==> src/rtl/accum_pkg.sv <==
`default_nettype none
//------------------------------------------------------------------------------
// +--------------------------------------------------------------------------+
// | Module  : accum_pkg                                                      |
// | Purpose : Shared command encoding for the accumulator bank.              |
// |           op_t is the 2-bit command field; OP_* are its four values.     |
// | Rev     : 1.0  initial release                                           |
// +--------------------------------------------------------------------------+
//------------------------------------------------------------------------------
package accum_pkg;

   typedef logic [1:0] op_t;

   localparam op_t OP_ADD  = 2'b00;
   localparam op_t OP_SUB  = 2'b01;
   localparam op_t OP_LOAD = 2'b10;
   localparam op_t OP_CLR  = 2'b11;

endpackage : accum_pkg
`default_nettype wire

==> src/rtl/accum_alu.sv <==
`default_nettype none
//------------------------------------------------------------------------------
// +--------------------------------------------------------------------------+
// | Module  : accum_alu                                                      |
// | Purpose : Combinational next-value datapath for one accumulator channel. |
// |           Shared by all channels since only one updates per cycle.       |
// | Ports   : old_i      current accumulator value                           |
// |           operand_i  unsigned operand, zero-extended to ACC_W            |
// |           op_i       command (ADD/SUB/LOAD/CLEAR)                        |
// |           sat_en_i   1 = saturate, 0 = wrap                              |
// |           thr_i      threshold for upward-crossing detection             |
// |           new_o      next accumulator value                              |
// |           ovf_o      carry (ADD) or borrow (SUB) occurred                |
// |           cross_o    old < thr and new >= thr (unsigned)                 |
// | Rev     : 1.0  initial release                                           |
// +--------------------------------------------------------------------------+
//------------------------------------------------------------------------------
module accum_alu
   import accum_pkg::*;
#(
   parameter int ACC_W = 16,
   parameter int IN_W  = 8
) (
   input  logic [ACC_W-1:0] old_i,
   input  logic [IN_W-1:0]  operand_i,
   input  op_t              op_i,
   input  logic             sat_en_i,
   input  logic [ACC_W-1:0] thr_i,
   output logic [ACC_W-1:0] new_o,
   output logic             ovf_o,
   output logic             cross_o
);

   logic [ACC_W-1:0] opnd;
   logic [ACC_W:0]   sum;
   logic [ACC_W:0]   diff;

   assign opnd = ACC_W'(operand_i);

   // One extra bit exposes carry (sum) and borrow (diff) directly.
   assign sum  = {1'b0, old_i} + {1'b0, opnd};
   assign diff = {1'b0, old_i} - {1'b0, opnd};

   always_comb begin
      new_o = old_i;
      ovf_o = 1'b0;
      case (op_i)
         OP_ADD: begin
            ovf_o = sum[ACC_W];
            new_o = (sum[ACC_W] && sat_en_i) ? '1 : sum[ACC_W-1:0];
         end
         OP_SUB: begin
            ovf_o = diff[ACC_W];
            new_o = (diff[ACC_W] && sat_en_i) ? '0 : diff[ACC_W-1:0];
         end
         OP_LOAD: new_o = opnd;
         OP_CLR:  new_o = '0;
         default: new_o = old_i;
      endcase
   end

   // A wrap from near-max to a small value lands below thr and is not a crossing.
   assign cross_o = (old_i < thr_i) && (new_o >= thr_i);

endmodule : accum_alu
`default_nettype wire

==> src/rtl/accum_bank.sv <==
`default_nettype none
//------------------------------------------------------------------------------
// +--------------------------------------------------------------------------+
// | Module  : accum_bank                                                     |
// | Purpose : NUM_CH independent ACC_W-bit accumulators driven by one        |
// |           command per cycle, with sticky overflow flags, a threshold     |
// |           crossing pulse and a registered readback port.                 |
// | Ports   : clk, rst_n (async assert, active-low)                          |
// |           ena_i        global enable, low freezes state                  |
// |           in_valid_i   command strobe                                    |
// |           op_i         00 ADD, 01 SUB, 10 LOAD, 11 CLEAR                 |
// |           ch_sel_i     target channel                                    |
// |           data_in_i    unsigned operand                                  |
// |           sat_en_i     saturate (1) or wrap (0)                          |
// |           thr_i        crossing threshold                                |
// |           ovf_clr_i    per-channel overflow flag clear                   |
// |           rd_sel_i     readback channel                                  |
// |           rd_data_o    registered post-update value of rd_sel_i          |
// |           upd_valid_o  pulse: a command was applied                      |
// |           upd_ch_o     channel of last applied command                   |
// |           upd_value_o  new value of that channel                         |
// |           thr_hit_o    pulse with upd_valid_o on upward crossing         |
// |           ovf_o        sticky overflow flags                             |
// | Rev     : 1.0  initial release                                           |
// +--------------------------------------------------------------------------+
//------------------------------------------------------------------------------
module accum_bank
   import accum_pkg::*;
#(
   parameter int   ACC_W  = 16,
   parameter int   IN_W   = 8,
   parameter int   NUM_CH = 4,
   localparam int  CH_W   = (NUM_CH > 1) ? $clog2(NUM_CH) : 1
) (
   input  logic              clk,
   input  logic              rst_n,
   input  logic              ena_i,
   input  logic              in_valid_i,
   input  op_t               op_i,
   input  logic [CH_W-1:0]   ch_sel_i,
   input  logic [IN_W-1:0]   data_in_i,
   input  logic              sat_en_i,
   input  logic [ACC_W-1:0]  thr_i,
   input  logic [NUM_CH-1:0] ovf_clr_i,
   input  logic [CH_W-1:0]   rd_sel_i,
   output logic [ACC_W-1:0]  rd_data_o,
   output logic              upd_valid_o,
   output logic [CH_W-1:0]   upd_ch_o,
   output logic [ACC_W-1:0]  upd_value_o,
   output logic              thr_hit_o,
   output logic [NUM_CH-1:0] ovf_o
);

   logic [ACC_W-1:0]  acc_q [NUM_CH];
   logic [ACC_W-1:0]  acc_d [NUM_CH];
   logic [NUM_CH-1:0] ovf_q, ovf_d;
   logic [ACC_W-1:0]  rd_data_q, rd_data_d;
   logic              upd_valid_q;
   logic [CH_W-1:0]   upd_ch_q;
   logic [ACC_W-1:0]  upd_value_q;
   logic              thr_hit_q;

   logic              cmd_accept;
   logic [ACC_W-1:0]  alu_old, alu_new;
   logic              alu_ovf, alu_cross;

   // Extra bit lets the range check hold NUM_CH itself (e.g. 4 in 3 bits).
   assign cmd_accept = ena_i && in_valid_i &&
                       ({1'b0, ch_sel_i} < (CH_W+1)'(NUM_CH));

   always_comb begin
      alu_old = '0;
      for (int i = 0; i < NUM_CH; i++) begin
         if (ch_sel_i == CH_W'(i)) alu_old = acc_q[i];
      end
   end

   accum_alu #(
      .ACC_W (ACC_W),
      .IN_W  (IN_W)
   ) u_alu (
      .old_i     (alu_old),
      .operand_i (data_in_i),
      .op_i      (op_i),
      .sat_en_i  (sat_en_i),
      .thr_i     (thr_i),
      .new_o     (alu_new),
      .ovf_o     (alu_ovf),
      .cross_o   (alu_cross)
   );

   // Flag priority within a channel: ovf_clr, then CLEAR, then a new
   // overflow, so an overflow on the same edge always survives.
   always_comb begin
      for (int i = 0; i < NUM_CH; i++) begin
         acc_d[i] = acc_q[i];
         ovf_d[i] = ovf_q[i];
         if (ena_i) begin
            if (ovf_clr_i[i]) ovf_d[i] = 1'b0;
            if (cmd_accept && (ch_sel_i == CH_W'(i))) begin
               acc_d[i] = alu_new;
               if (op_i == OP_CLR) ovf_d[i] = 1'b0;
               if (alu_ovf)        ovf_d[i] = 1'b1;
            end
         end
      end
   end

   // Readback sees the post-update value, so it selects from acc_d.
   always_comb begin
      rd_data_d = '0;
      for (int i = 0; i < NUM_CH; i++) begin
         if (rd_sel_i == CH_W'(i)) rd_data_d = acc_d[i];
      end
   end

   always_ff @(posedge clk or negedge rst_n) begin
      if (!rst_n) begin
         for (int i = 0; i < NUM_CH; i++) acc_q[i] <= '0;
         ovf_q       <= '0;
         rd_data_q   <= '0;
         upd_valid_q <= 1'b0;
         upd_ch_q    <= '0;
         upd_value_q <= '0;
         thr_hit_q   <= 1'b0;
      end else begin
         for (int i = 0; i < NUM_CH; i++) acc_q[i] <= acc_d[i];
         ovf_q     <= ovf_d;
         rd_data_q <= rd_data_d;
         if (cmd_accept) begin
            upd_valid_q <= 1'b1;
            upd_ch_q    <= ch_sel_i;
            upd_value_q <= alu_new;
            thr_hit_q   <= alu_cross;
         end else begin
            upd_valid_q <= 1'b0;
            thr_hit_q   <= 1'b0;
         end
      end
   end

   assign rd_data_o   = rd_data_q;
   assign upd_valid_o = upd_valid_q;
   assign upd_ch_o    = upd_ch_q;
   assign upd_value_o = upd_value_q;
   assign thr_hit_o   = thr_hit_q;
   assign ovf_o       = ovf_q;

endmodule : accum_bank
`default_nettype wire
==> config.mk <==
export PLATFORM = sky130hd
export DESIGN_NAME = accum_bank
export DESIGN_NICKNAME = d
export VERILOG_FILES = /design/src/rtl/accum_pkg.sv /design/src/rtl/accum_alu.sv /design/src/rtl/accum_bank.sv
export SDC_FILE = /design/constraint.sdc
export NUM_CORES = 1
export LEC_CHECK = 0
export ABC_AREA = 1
export CORE_AREA = 2 2 125 127
export CTS_CLUSTER_SIZE = 25
export DETAILED_ROUTE_END_ITERATION = 8
export DIE_AREA = 0 0 127 129
export GPL_TIMING_DRIVEN = 0
export PLACE_DENSITY = 0.7
export SYNTH_ARGS = -nofsm -noshare
export SYNTH_HDL_FRONTEND = slang
export SYNTH_SLANG_ARGS = --single-unit
==> constraint.sdc <==
create_clock -name clk -period 4.83 [get_ports clk]
set_input_delay 0.966 -clock clk [delete_from_list [all_inputs] [get_ports clk]]
set_output_delay 0.966 -clock clk [all_outputs]
set_load 0.05 [all_outputs]
==> results by group <==
Placed design
  • Input/output buffers: 76
  • Routability Congestion: ~0.94
  • Pre-CTS setup slack: -1.823 ns
  • Post-DP HPWL: about 17,000 um

Routing
  • Drt total wl: between 20,000 and 25,000 um
  • Routed wire per std cell: 18.30 um
  • Vias per cell: about 5.7
  • DRC: 0
  • Vias: just over 7,000
  • Violation count after the first detailed-route iteration: 587
  • Drt pass-1 iters: 5
  • Post-route ant nets: 0

Critical path
  • Worst Setup EP: thr_hit_o
  • R2R Setup Slk: ~0.83 ns
  • Crit path DAT: about 4.9 ns
  • Crit Reg-Reg Startpoint: acc_q[16]
  • Setup CP Type: in2reg
  • Reg2Reg Depth: 24
  • Crit path from: ch_sel_i[1]
  • CP Capture Type: flop
  • Critical path launch point type: primary input
  • Critical path fanouts, max: 10
  • Critical Path RT: between 5 and 6 ns
  • Reg-to-Reg End: thr_hit_o

Cells and area
  • Most frequent cells in the layout: 311 x nand2_1, 104 x dfrtp_1, 86 x inv_1, 74 x nand3_1, 74 x clkdlybuf4s50_1
  • Layout cells sized above 1: ~15%
  • Layout Nets: 1,167
  • Area growth from synthesis to layout: 20.94%
  • ANT cells: 0
  • Commonest non-fill, non-tap cell in the layout: nand2_1

Power
  • Power Density: slightly below 400 nW/um^2
  • Leakage power: 4.341 nW
  • NetSw: between 0.001 and 0.0015 W
  • Final Power: approximately 0.0035 W
  • Clock power share: 20.6%
  • VDD IR max: about 0.23 mV
  • Sequential share of power: about a third
  • Pint: approximately 0.0020 W
  • Switching part of the total power: between 40% and 50%
  • Combinational share of power: a little under half

Clock network
  • Cts bufs inserted: 9
  • H-tree levels: 3
  • Worst-path clk slew: 0.08 ns
  • Latest clock arrival within the worst-skew pair: 0.37 ns
  • # hold bufs at CTS: 0
  • TritonCTS clock tree: built
  • CTS max path bufs: 2
  • Clk sink count: roughly 100
  • Root Driver: clkbuf_16

Timing
  • Setup TNS Final: 0 ns
  • Finish-stage setup viols: 0
  • Worst slew pin tran: 0.8799 ns
  • Final hold vios: 0
  • Tcrit/Tclk final: roughly 96%
  • Rel. slew slack: between 40% and 50%
  • Max Fclk: around 210 MHz
  • Final WS setup: ~0.17 ns
  • Final Skew: between 0.01 and 0.015 ns
  • Final Critical Period: 4.657 ns
  • Fin. max-slew vios: 0

Logic synthesis
  • Complex-gate fraction of the synthesized area: under 10%
  • Yosys warning total: 0
  • Area share of fa/ha/maj cells after synthesis: between 8 and 9%
  • Largest family of logic cells by synthesized area: simple AND/OR/NAND/NOR gates
  • Post-Syn Area: between 7000 and 8000 um^2
  • Seq cells post-synth: roughly 100
  • Synth Instances: 977
  • Xor/xnor share of the synthesized area: approximately 2.5%
  • Syn_nets: ~1,100
  • Post-synthesis mux area share: 0%
  • Post-synth ARST share: 100.0%
  • Simple-Gate Fraction of Synth Area: a little over a third
  • Number of synthesized flops with an enable pin: 0
  • Yosys cell types: between 40 and 50
  • Post-synth top flop: dfrtp_1
  • Seq/Total Area, Yosys: a little over a third
  • Syn avg cell area: roughly 7.5 um^2

Global routing
  • Largest net degree at the start of global routing: 71
  • Total GRT Usage: between 20% and 30%
  • Vias in the first global route: between 6,000 and 7,000
  • Initial antenna violation count: 0
  • Grt ovf: 0
  • First-pass GRT wire length: ~36,000 um

Run
  • Max-Cap Viols: 0

Hold path
  • Hold Path Class: reg2reg

Floorplan
  • Row cnt: 45
  • Die ar.: roughly 16,000 um^2
  • Chip height: 129 um
  • Die width: about 130 um
  • Core area: between 10,000 and 15,000 um^2
  • IO Count: 79
  • Initial cell density of the core: 48.91%

Run status
  • Outcome: completed
timing repair:
item,4_1_cts,5_1_grt
endpoints found under the hold margin,0,0
setup buffers,9,4
setup endpoints to repair,95,1
pin swaps,10,6
resized for setup,35,15
area by class of cell:
type / instances / area (um^2)
multi-input combinational: 737 / 4278
sequential: 104 / 2603
inverter: 102 / 387.9
clock inverter: 7 / 52.55
tap: 188 / 235.2
timing repair buffer: 90 / 878.3
fill: 1401 / 6118
buffer: 33 / 198.9
clock buffer: 9 / 225.2
flip-flops by register name, summed over array words and instances (netlist names):
signal,cells
upd_value_o,16
ovf_o,4
thr_hit_o,1
upd_valid_o,1
acc_q,64
rd_data_o,16
upd_ch_o,2
worst min path at each step:
stage | endpoint | from | slack (ns) | cells past startpoint
finish | acc_q[16] | acc_q[16] | 0.49 | 2
global route | upd_value_o[2] | upd_value_o[2] | 0.53 | 2
CTS | acc_q[16] | acc_q[16] | 0.49 | 2
detailed placement | upd_value_o[3] | upd_value_o[3] | 0.48 | 2
global placement | upd_value_o[6] | upd_value_o[6] | 0.47 | 2
floorplan | acc_q[31] | acc_q[31] | 0.46 | 2
kinds of logic after synthesis:
logic type / count (synthesis)
DFF: 104
xor gates and xnor gates: 21
and+or+nand+nor: 545
AOI/OAI and AO/OA: 120
buffers and inverters: 136
adders and majority gates: 51
layer usage:
layer,track usage [%],up-vias,routed length [um]
met5,0,-,0
met1,39.56,3388,10060
met4,10.67,0,837
met2,47.69,357,10660
li1,-,3387,-
met3,3.950,69,1694
stage by stage:
step / hold slack, ns / area (um^2) / std cells / util (%)
finish: 0.4938 / 8859 / 1270 / 59.15
global route: 0.5274 / 8859 / 1270 / 59.15
CTS: 0.4945 / 8791 / 1267 / 58.70
detailed placement: 0.4760 / 8346 / 1242 / 55.72
global placement: 0.4677 / 8320 / 1241 / 55.56
floorplan: 0.4605 / 7325 / 977 / -
worst max-delay path, stage by stage:
cell and delay (ns):
clkbuf_2 0.13, buf_6 0.16, nand2_2 0.11, buf_8 0.15
o21ai_0 0.10, o21ai_2 0.26, ha_1 0.27, buf_2 0.17
inv_2 0.08, nor2_1 0.04, nand2_1 0.07, nand3_2 0.12
a21oi_4 0.22, nand2_4 0.09, nor2_4 0.15, nand3_2 0.09
buf_6 0.16, nand3_1 0.07, nand2_1 0.15, nand2_2 0.15
inv_1 0.06, ha_1 0.27, nand2_1 0.08, o21ai_0 0.12
a41oi_2 0.26, nor2_1 0.09, a2111oi_2 0.21, nor2_1 0.08
synthesized netlist by cell type, drive strengths merged, types with 4 or more instances:
library cell / number / area (um^2)
nand3: 93 / 555.5
inv: 100 / 375.4
clkbuf: 16 / 60.06
or2: 18 / 112.6
buf: 18 / 132.6
nor2: 48 / 200.2
o21ai: 59 / 321.6
and2: 15 / 93.84
nand2: 334 / 1304
a21oi: 26 / 130.1
o22ai: 8 / 50.05
nand4: 27 / 269.0
ha: 49 / 613.1
xor2: 19 / 166.4
nand3b: 6 / 48.80
a21boi: 4 / 30.03
dfrtp: 104 / 2603
a31oi: 11 / 68.82
power by group through the flow:
stage / Clock (W) / Combinational (W) / Sequential [W]
after detailed placement: 0 / 0.00149 / 0.00118
final: 0.000714 / 0.00160 / 0.00117
after global routing: 0.000751 / 0.00173 / 0.00118
after CTS: 0.000714 / 0.00155 / 0.00116
after global placement: 0 / 0.00146 / 0.00117
after floorplan: 0 / 0.000830 / 0.00137
(Power assumes the default switching activity.)
